### src/rtl/fu_agu_sb.sv
// Load/store address-generation unit with an in-order store buffer.
// Loads forward from, wait behind, or bypass buffered stores; stores drain when memory is idle.
module fu_agu_sb #(
  parameter int unsigned SB_DEPTH = 4,
  parameter int unsigned TAG_W    = 6
) (
  input  logic             clk,
  input  logic             reset,
  input  logic             in_valid,
  output logic             in_ready,
  input  logic [7:0]       op,
  input  logic [31:0]      base,
  input  logic [31:0]      offset,
  input  logic [31:0]      st_data,
  input  logic [TAG_W-1:0] tag,
  output logic             res_valid,
  output logic [TAG_W-1:0] res_tag,
  output logic [31:0]      res_data,
  output logic             res_exc,
  output logic [31:0]      res_badvaddr,
  output logic             mem_req,
  output logic             mem_we,
  output logic [3:0]       mem_wen,
  output logic [31:0]      mem_addr,
  output logic [31:0]      mem_wdata,
  input  logic             mem_gnt,
  input  logic             mem_rvalid,
  input  logic [31:0]      mem_rdata,
  output logic             sb_empty
);

  localparam int unsigned PtrW = $clog2(SB_DEPTH);
  localparam int unsigned CntW = PtrW + 1;

  typedef enum logic [1:0] {StIdle, StHaz, StReq, StWait} state_e;

  state_e state_q, state_d;

  logic [29:0]     sb_addr_q [SB_DEPTH];
  logic [3:0]      sb_mask_q [SB_DEPTH];
  logic [31:0]     sb_data_q [SB_DEPTH];
  logic [PtrW-1:0] head_q, tail_q;
  logic [CntW-1:0] count_q;

  logic [31:0]      ld_addr_q;
  logic [3:0]       ld_mask_q;
  logic [7:0]       ld_op_q;
  logic [TAG_W-1:0] ld_tag_q;

  logic             res_valid_d, res_exc_d;
  logic [TAG_W-1:0] res_tag_d;
  logic [31:0]      res_data_d, res_badvaddr_d;

  logic [31:0] vaddr, st_repl;
  logic [3:0]  acc_mask, q_mask, hit_mask;
  logic [29:0] q_word;
  logic [31:0] hit_data;
  logic [PtrW-1:0] scan_idx;
  logic is_byte, is_half, is_word, is_load, is_store, misalign, accept;
  logic hit, push, pop, ld_capture;

  function automatic logic [31:0] load_fmt(input logic [31:0] w, input logic [1:0] lo,
                                           input logic [7:0] o);
    logic [7:0]  b;
    logic [15:0] h;
    logic [31:0] r;
    b = 8'(w >> {lo, 3'b000});
    h = lo[1] ? w[31:16] : w[15:0];
    r = w;
    if (o[7])      r = {{24{b[7]}}, b};
    else if (o[6]) r = {24'b0, b};
    else if (o[5]) r = {{16{h[15]}}, h};
    else if (o[4]) r = {16'b0, h};
    return r;
  endfunction

  assign vaddr    = base + offset;
  assign is_byte  = op[7] | op[6] | op[2];
  assign is_half  = op[5] | op[4] | op[1];
  assign is_word  = op[3] | op[0];
  assign is_load  = |op[7:3];
  assign is_store = |op[2:0];
  assign misalign = (is_half & vaddr[0]) | (is_word & (vaddr[1:0] != 2'b00));
  assign accept   = in_valid & in_ready;
  assign sb_empty = (count_q == '0);
  assign in_ready = !reset && (state_q == StIdle) && (count_q != CntW'(SB_DEPTH));

  always_comb begin
    acc_mask = 4'b0000;
    st_repl  = st_data;
    if (is_byte) begin
      acc_mask = 4'b0001 << vaddr[1:0];
      st_repl  = {4{st_data[7:0]}};
    end else if (is_half) begin
      acc_mask = vaddr[1] ? 4'b1100 : 4'b0011;
      st_repl  = {2{st_data[15:0]}};
    end else if (is_word) begin
      acc_mask = 4'b1111;
    end
  end

  // Scan oldest to youngest so the last match is the youngest overlapping store.
  always_comb begin
    q_word   = (state_q == StHaz) ? ld_addr_q[31:2] : vaddr[31:2];
    q_mask   = (state_q == StHaz) ? ld_mask_q : acc_mask;
    hit      = 1'b0;
    hit_mask = 4'b0000;
    hit_data = 32'h0;
    scan_idx = '0;
    for (int i = 0; i < SB_DEPTH; i++) begin
      scan_idx = head_q + PtrW'(i);
      if ((CntW'(i) < count_q) && (sb_addr_q[scan_idx] == q_word) &&
          ((sb_mask_q[scan_idx] & q_mask) != 4'b0000)) begin
        hit      = 1'b1;
        hit_mask = sb_mask_q[scan_idx];
        hit_data = sb_data_q[scan_idx];
      end
    end
  end

  always_comb begin
    state_d        = state_q;
    push           = 1'b0;
    pop            = 1'b0;
    ld_capture     = 1'b0;
    res_valid_d    = 1'b0;
    res_exc_d      = 1'b0;
    res_tag_d      = '0;
    res_data_d     = 32'h0;
    res_badvaddr_d = 32'h0;
    mem_req        = 1'b0;
    mem_we         = 1'b0;
    mem_wen        = 4'b0000;
    mem_addr       = 32'h0;
    mem_wdata      = 32'h0;

    if ((state_q != StReq) && (state_q != StWait) && (count_q != '0)) begin
      mem_req   = 1'b1;
      mem_we    = 1'b1;
      mem_wen   = sb_mask_q[head_q];
      mem_addr  = {sb_addr_q[head_q], 2'b00};
      mem_wdata = sb_data_q[head_q];
      pop       = mem_gnt;
    end

    case (state_q)
      StIdle: begin
        if (accept) begin
          if (misalign) begin
            res_valid_d    = 1'b1;
            res_exc_d      = 1'b1;
            res_badvaddr_d = vaddr;
            res_tag_d      = tag;
          end else if (is_store) begin
            push = 1'b1;
          end else if (is_load) begin
            ld_capture = 1'b1;
            if (!hit) begin
              state_d = StReq;
            end else if ((hit_mask & acc_mask) == acc_mask) begin
              res_valid_d = 1'b1;
              res_tag_d   = tag;
              res_data_d  = load_fmt(hit_data, vaddr[1:0], op);
            end else begin
              state_d = StHaz;
            end
          end
        end
      end
      StHaz: begin
        if (!hit) state_d = StReq;
      end
      StReq: begin
        mem_req  = 1'b1;
        mem_addr = {ld_addr_q[31:2], 2'b00};
        if (mem_gnt) state_d = StWait;
      end
      StWait: begin
        if (mem_rvalid) begin
          res_valid_d = 1'b1;
          res_tag_d   = ld_tag_q;
          res_data_d  = load_fmt(mem_rdata, ld_addr_q[1:0], ld_op_q);
          state_d     = StIdle;
        end
      end
      default: state_d = StIdle;
    endcase
  end

  always_ff @(posedge clk or posedge reset) begin
    if (reset) begin
      state_q      <= StIdle;
      head_q       <= '0;
      tail_q       <= '0;
      count_q      <= '0;
      ld_addr_q    <= 32'h0;
      ld_mask_q    <= 4'b0000;
      ld_op_q      <= 8'h00;
      ld_tag_q     <= '0;
      res_valid    <= 1'b0;
      res_exc      <= 1'b0;
      res_tag      <= '0;
      res_data     <= 32'h0;
      res_badvaddr <= 32'h0;
      for (int i = 0; i < SB_DEPTH; i++) begin
        sb_addr_q[i] <= 30'h0;
        sb_mask_q[i] <= 4'b0000;
        sb_data_q[i] <= 32'h0;
      end
    end else begin
      state_q      <= state_d;
      res_valid    <= res_valid_d;
      res_exc      <= res_exc_d;
      res_tag      <= res_tag_d;
      res_data     <= res_data_d;
      res_badvaddr <= res_badvaddr_d;
      if (ld_capture) begin
        ld_addr_q <= vaddr;
        ld_mask_q <= acc_mask;
        ld_op_q   <= op;
        ld_tag_q  <= tag;
      end
      if (push) begin
        sb_addr_q[tail_q] <= vaddr[31:2];
        sb_mask_q[tail_q] <= acc_mask;
        sb_data_q[tail_q] <= st_repl;
        tail_q            <= tail_q + 1'b1;
      end
      if (pop) head_q <= head_q + 1'b1;
      if (push && !pop)      count_q <= count_q + 1'b1;
      else if (pop && !push) count_q <= count_q - 1'b1;
    end
  end

endmodule

### config.mk
export PLATFORM = sky130hd
export DESIGN_NAME = fu_agu_sb
export DESIGN_NICKNAME = d
export VERILOG_FILES = /design/src/rtl/fu_agu_sb.sv
export SDC_FILE = /design/constraint.sdc
export NUM_CORES = 2
export LEC_CHECK = 0
export BUFFER_PORTS_ARGS = -buffer_cell sky130_fd_sc_hd__buf_2
export CAP_MARGIN = 10
export CORE_MARGIN = 5
export CORE_UTILIZATION = 55
export CTS_CLUSTER_SIZE = 24
export DETAILED_ROUTE_END_ITERATION = 7
export HOLD_SLACK_MARGIN = 0.06
export PLACE_DENSITY_LB_ADDON = 0.2
export SLEW_MARGIN = 20
export SYNTH_ARGS = -nofsm -noshare
export SYNTH_HDL_FRONTEND = slang
export SYNTH_SLANG_ARGS = --single-unit
### constraint.sdc
create_clock -name clk -period 18.39 [get_ports clk]
set_clock_uncertainty 0.05 [all_clocks]
set_input_delay 3.678 -clock clk [delete_from_list [all_inputs] [get_ports clk]]
set_output_delay 3.678 -clock clk [all_outputs]
set_load 0.01 [all_outputs]
# After elaboration in Yosys (flattened, before gate mapping)
# Index checks and enable logic that the tools add are counted.
dict set report word_totals {
  register_bits 395
  inputBits 147
  out_inout_bits 144
}
dict set report op_classes {
  add_sub_neg 7
  magnitude_cmp 10
  eq_ne 19
  n_shift 3
  muxes 133
  n_bitwise 19
  n_reduce_logical 30
}
# op n
set op_table {}
lappend op_table {{32-bit 2-to-1 mux} 36}
lappend op_table {{30-bit 2-to-1 mux} 10}
lappend op_table {{32-bit binary-select mux with 2-bit select} 4}
lappend op_table {{30-bit binary-select mux with 2-bit select} 4}
lappend op_table {{128-bit bitwise mux} 1}
lappend op_table {{120-bit bitwise mux} 1}
lappend op_table {{30-bit equality test} 4}
lappend op_table {{4-bit 2-to-1 mux} 19}
lappend op_table {{32-bit demux with 2-bit select} 1}
lappend op_table {{32-bit one-hot mux with 2 select lines} 1}
lappend op_table {{32-bit by 5-bit right shift with 8-bit output} 2}
lappend op_table {{30-bit demux with 2-bit select} 1}
lappend op_table {{6-bit 2-to-1 mux} 7}
lappend op_table {{32-bit adder} 1}
lappend op_table {{4-bit binary-select mux with 2-bit select} 4}
lappend op_table {{16-bit 2-to-1 mux} 2}
lappend op_table {{1-bit 2-to-1 mux} 26}
lappend op_table {{4-bit bitwise AND} 5}
lappend op_table {{2-bit 2-to-1 mux} 9}
lappend op_table {{2-bit != test (second input constant)} 9}
lappend op_table {{16-bit bitwise mux} 1}
lappend op_table {{4-bit nonzero test} 4}
lappend op_table {{3-bit greater-or-equal comparator (second input constant)} 5}
lappend op_table {{1-bit logical AND} 15}
lappend op_table {{other kinds (28)} 49}

# Longest topological paths before layout
dict set report depth {
  ltp_word 24
  mapped_depth 24
  mapped_depth_nobuf 18
}

# Worst setup path before layout
# Ideal clock, no wire load.
dict set report synth_path {
  path_type {input to register}
  startpoint {input port offset[0]}
  endpoint {register res_data[17]}
  setup_ps 126
  t_arrival_ps 8267
  path_slack_ps 9947
  cell_stages 19
  path_buffers 2
  cell_sequence {ha_1 -> inv_1 -> fa_1 -> clkbuf_1 -> clkinv_1 -> a221oi_1 -> o21ai_0 -> a32o_1 -> or4b_1 -> nor2_1 -> nand4b_1 -> or4_4 -> o21ai_4 -> nor2_1 -> o311a_1 -> a311o_1 -> o21ai_4 -> buf_6 -> o31ai_2}
}
dict set report synth_via {
  elab_chain_len 23
}
# item line_no
set synth_lines {}
lappend synth_lines {{start: declaration} 13} ;# input logic [31:0] offset,
lappend synth_lines {{32-bit adder (*)} 77} ;# assign vaddr = base + offset;
lappend synth_lines {{parallel branches: the longest is 19 deep, another holds 32-bit 2-to-1 mux} n/a}
lappend synth_lines {{32-bit 2-to-1 mux (*)} 149} ;# if (misalign) begin
lappend synth_lines {{32-bit 2-to-1 mux (*)} 148} ;# if (accept) begin
lappend synth_lines {{32-bit one-hot mux with 2 select lines (*)} 146} ;# case (state_q)
lappend synth_lines {{named net res_data_d[17]} 52} ;# logic [31:0] res_data_d, res_badvaddr_d;
lappend synth_lines {{end signal: assignment} 215} ;# res_data <= res_data_d;
lappend synth_lines {{end: declaration} 18} ;# output logic [31:0] res_data,
# Mark *: on every way through the listed nets, which the timed path passes.
# A chain may end at the register's enable or synchronous reset.

# Worst setup path after layout
dict set report layout_path {
  startpoint {input port offset[15]}
  endpoint {register res_data[30]}
}
dict set report layout_via {
  elab_chain_len 20
}
# item line_no
set layout_lines {}
lappend layout_lines {{32-bit adder (*)} 77}
lappend layout_lines {{30-bit 2-to-1 mux (*)} 104} ;# q_word = (state_q == StHaz) ? ld_addr_q[31:2] : vaddr[31:2];
lappend layout_lines {{parallel branches: the longest is 12 deep, another holds 32-bit 2-to-1 mux} n/a}
lappend layout_lines {{32-bit 2-to-1 mux (*)} 158} ;# if (!hit) begin
lappend layout_lines {{32-bit 2-to-1 mux (*)} 156} ;# end else if (is_load) begin
lappend layout_lines {{32-bit 2-to-1 mux (*)} 154} ;# end else if (is_store) begin
lappend layout_lines {{32-bit 2-to-1 mux (*)} 149}
lappend layout_lines {{32-bit 2-to-1 mux (*)} 148}
lappend layout_lines {{32-bit one-hot mux with 2 select lines (*)} 146}
lappend layout_lines {{named net res_data_d[30]} 52}
# Marked as above.

==> reports/metrics.yaml <==
grt_pass1_wl_mm: 178
route.detailed.wl_per_inst_um: 25.7
post_detailed_route_drc_marker_count: 0
path_max_fanout: 27
placement.io_buffers: 288
clock_tree.root_cell: "sky130_fd_sc_hd__clkbuf_16"
post_dp_cell_area_um2: 32900
vias: 31300
post_cts.repair.setup_buffers: 0
setup_tns_ns: 0
asyncSetResetFlopFracSynth_pct: 100
finalWorstSetupSlack_ns: 8.19
vias_per_cell: 6.67
routabilityCongestion: 1.10
critical_path.startpoint_type: "primary input"
critical_path.slowest_cell: "sky130_fd_sc_hd__o31ai_1"
yosysUniqueCellTypes: 113
critical_path_type: "in -> reg"
setup_viol: 0
clock_tree_sinks: 391
synthTopCellsByArea: "sky130_fd_sc_hd__dfrtp_1 (31%), sky130_fd_sc_hd__mux2i_1 (7.6%), sky130_fd_sc_hd__nand2_1 (7.2%)"
power.density_nw_per_um2: 165
first_iter_violations: 5244
areaGrowthSynthToFinish_pct: 10.5
finalInstanceArea_um2: 34600
cts.reportedPaths.clkPinSlew_ns: 0.06
timing.critical_path.cells: "buf_2 -> ha_1 -> a21oi_1 -> o21ai_1 -> a21oi_1 -> o21ai_1 -> o21a_1 -> o31ai_1 -> xnor2_1 -> o2111ai_1 -> or4_1 -> nand2_1 -> o311a_1 -> a311o_1 -> o21ai_4 -> o31ai_1"
final-hold-violation-count: 0
count_of_flip_flops_with_a_built_in_enable_after_synthesis: 0
critical_path.top_delay_family: "compound AO/OA/AOI/OAI gates"
maximum_level_of_the_cts_h_tree: 2
finish.utilization_pct: 61.4
critical_path_buf_inv_count: 1
hold_path_class: "reg -> reg"
min_period_ns: 10.20
grt_max_degree: 181
critPathArrivalTime_ns: 10.59
yosys_register_bits: 391
slew_headroom_pct: 12.1
detailedRoute.firstPassIterationCount: 8
fill_count: 5109
cp_slowest_stage_delay_ns: 0.85
cts_buf_count: 46
cts.path.max_buffers: 3
hold_worst_slack_ns: 0.431
die_boundary_height_um: 249
cts_tree: "done"
post_cts_hold_buffer_count: 0
postSynthCellCount: 3807
dominantRegCellSynth: "sky130_fd_sc_hd__dfrtp_1"
total_die_area_um2: 61800
grt_setup_unrepaired: "false"
width_of_the_die_um: 249
syn_area_per_cell_um2: 8.23
post_route_cells_drive_above_1_share_pct: 18.2
pin_count: 291
mappedNetlistArea_um2: 31300
max_cap_violations: 0
yosys.area.top_type_share_pct: 31.2
post_synth_most_frequent_cells: "sky130_fd_sc_hd__nand2_1 (602), sky130_fd_sc_hd__o21ai_0 (447), sky130_fd_sc_hd__dfrtp_1 (391)"
antenna_left: 0
result_of_the_run: "finished, final reports clean"
ir_drop_mv: 0.117
max_freq_mhz: 98.0
dpl.hpwl_mm: 90.0
tightest_slew_ns: 1.31
start_util_pct: 55.6
overflow_left_after_global_routing: 0
final_net_count: 4093
antenna_found_initial: 1
clkLatencyLatePin_ns: 0.60
ys.warnings.count: 0
worst_setup_path_end_kind: "register"
seq_area_frac_synth_pct: 31.2
gr-usage-all-layers_pct: 36.8
synth_top_cell_by_area: "sky130_fd_sc_hd__dfrtp_1"
floorplan_core_area_um2: 56400
report.final.slew_viol_count: 0
post-place-ws_ns: 7.89
finalWirelength_mm: 121
finalCritPeriodShare_pct: 55.5
worst-endpoint-required_ns: 18.78
power.static_leakage_nw: 15.7
fp-row-count: 87
most_common_cell_in_the_netlist: "sky130_fd_sc_hd__nand2_1"
cts_repair_resize_count: 0
first_global_vias: 27700
layout make-up:
class / count / area, um^2 / area share [%]
multi-input cells: 3087 / 20200 / 58.5
clock inverters: 19 / 295 / 0.853
clock buffers: 63 / 1360 / 3.92
inverters: 49 / 196 / 0.567
well taps: 756 / 946 / 2.73
flip-flops and latches: 391 / 9790 / 28.3
repair buffers: 327 / 1780 / 5.14
diodes: 4 / 10.0 / 0.0289
registers in the layout, indices dropped and copies added, names as in the netlist:
signal        count
tail_q            2
ld_tag_q          6
res_badvaddr     32
sb_addr_q       120
state_q           2
sb_data_q       128
res_valid         1
ld_addr_q        32
sb_mask_q        16
res_data         32
ld_op_q           4
count_q           3
res_tag           6
ld_mask_q         4
res_exc           1
head_q            2
kinds of logic (layout without fill, tap and decap cells):
group,count (synthesis),in the layout,share of synthesized area [%]
other,1,6,0.0120
XOR/XNOR,132,132,3.80
buffers and inverters,330,458,4.54
multiplexers,431,431,15.3
adder cells (fa/ha/maj),44,44,1.78
AO/OA/AOI/OAI,1150,1150,23.6
flip-flops,391,391,31.2
AND/OR/NAND/NOR,1328,1328,19.7
cells in the final DEF, fill, tap and decap left out, drive strengths merged, types with 22 or more instances in the layout:
cell,count
mux2i,237
clkbuf,63
inv,49
and3,35
o31ai,26
dfrtp,391
o22ai,36
nand4,36
o211ai,33
nor2b,34
nor3,79
o21ai,483
and2,26
nand2,602
a21oi,197
a211oi,84
nor4,24
xnor2,75
mux4,22
buf,327
nand3,65
xor2,55
mux2,172
o21a,39
ha,43
nor2,274
or3,23
a21o,29
a31oi,30
per-stage QoR:
step	cells	total power [mW]
after floorplan	3808	3.47
after global placement	4609	4.49
after detailed placement	4609	4.52
after CTS	4691	5.54
after global routing	4692	5.94
final	4696	5.70
report_power, final:
group          total (mW)  leakage, nW  internal, mW  switching, mW
sequential           1.37         5.33          1.11          0.260
combinational        3.32         9.56          1.14           2.18
clock                1.01        0.804         0.603          0.405
total                5.70         15.7          2.85           2.85
worst paths after layout:
kind                        startpoint  slack [ns]  depth (start not counted)            end
setup / recovery            offset[15]        8.19                         16   res_data[30]
hold / removal             ld_tag_q[1]        0.43                          2    ld_tag_q[1]
setup reg to reg             head_q[0]       11.04                         17   res_data[30]
hold reg to reg            ld_tag_q[1]        0.43                          2    ld_tag_q[1]
max in group asynchronous        reset       13.05                          5  sb_data_q[81]
min in group asynchronous        reset        3.16                          2     count_q[0]
metal layers:
metal	part of all wire, %	vias up	global-route usage, %
met5	0	-	0
met4	2.0	0	6.27
met3	15	182	12.8
met2	39	1998	48.2
met1	45	15000	58.6
li1	-	14100	-
worst register-to-register path: cells and delay by family, from the launching register on:
kind	cells	cell delay [ns]
DFF	1	0.86
muxes	1	0.55
AOI/OAI and AO/OA	6	2.05
and+or+nand+nor	8	2.59
buffers and inverters	2	1.06
No activity file was read; power rests on OpenSTA's default activity.
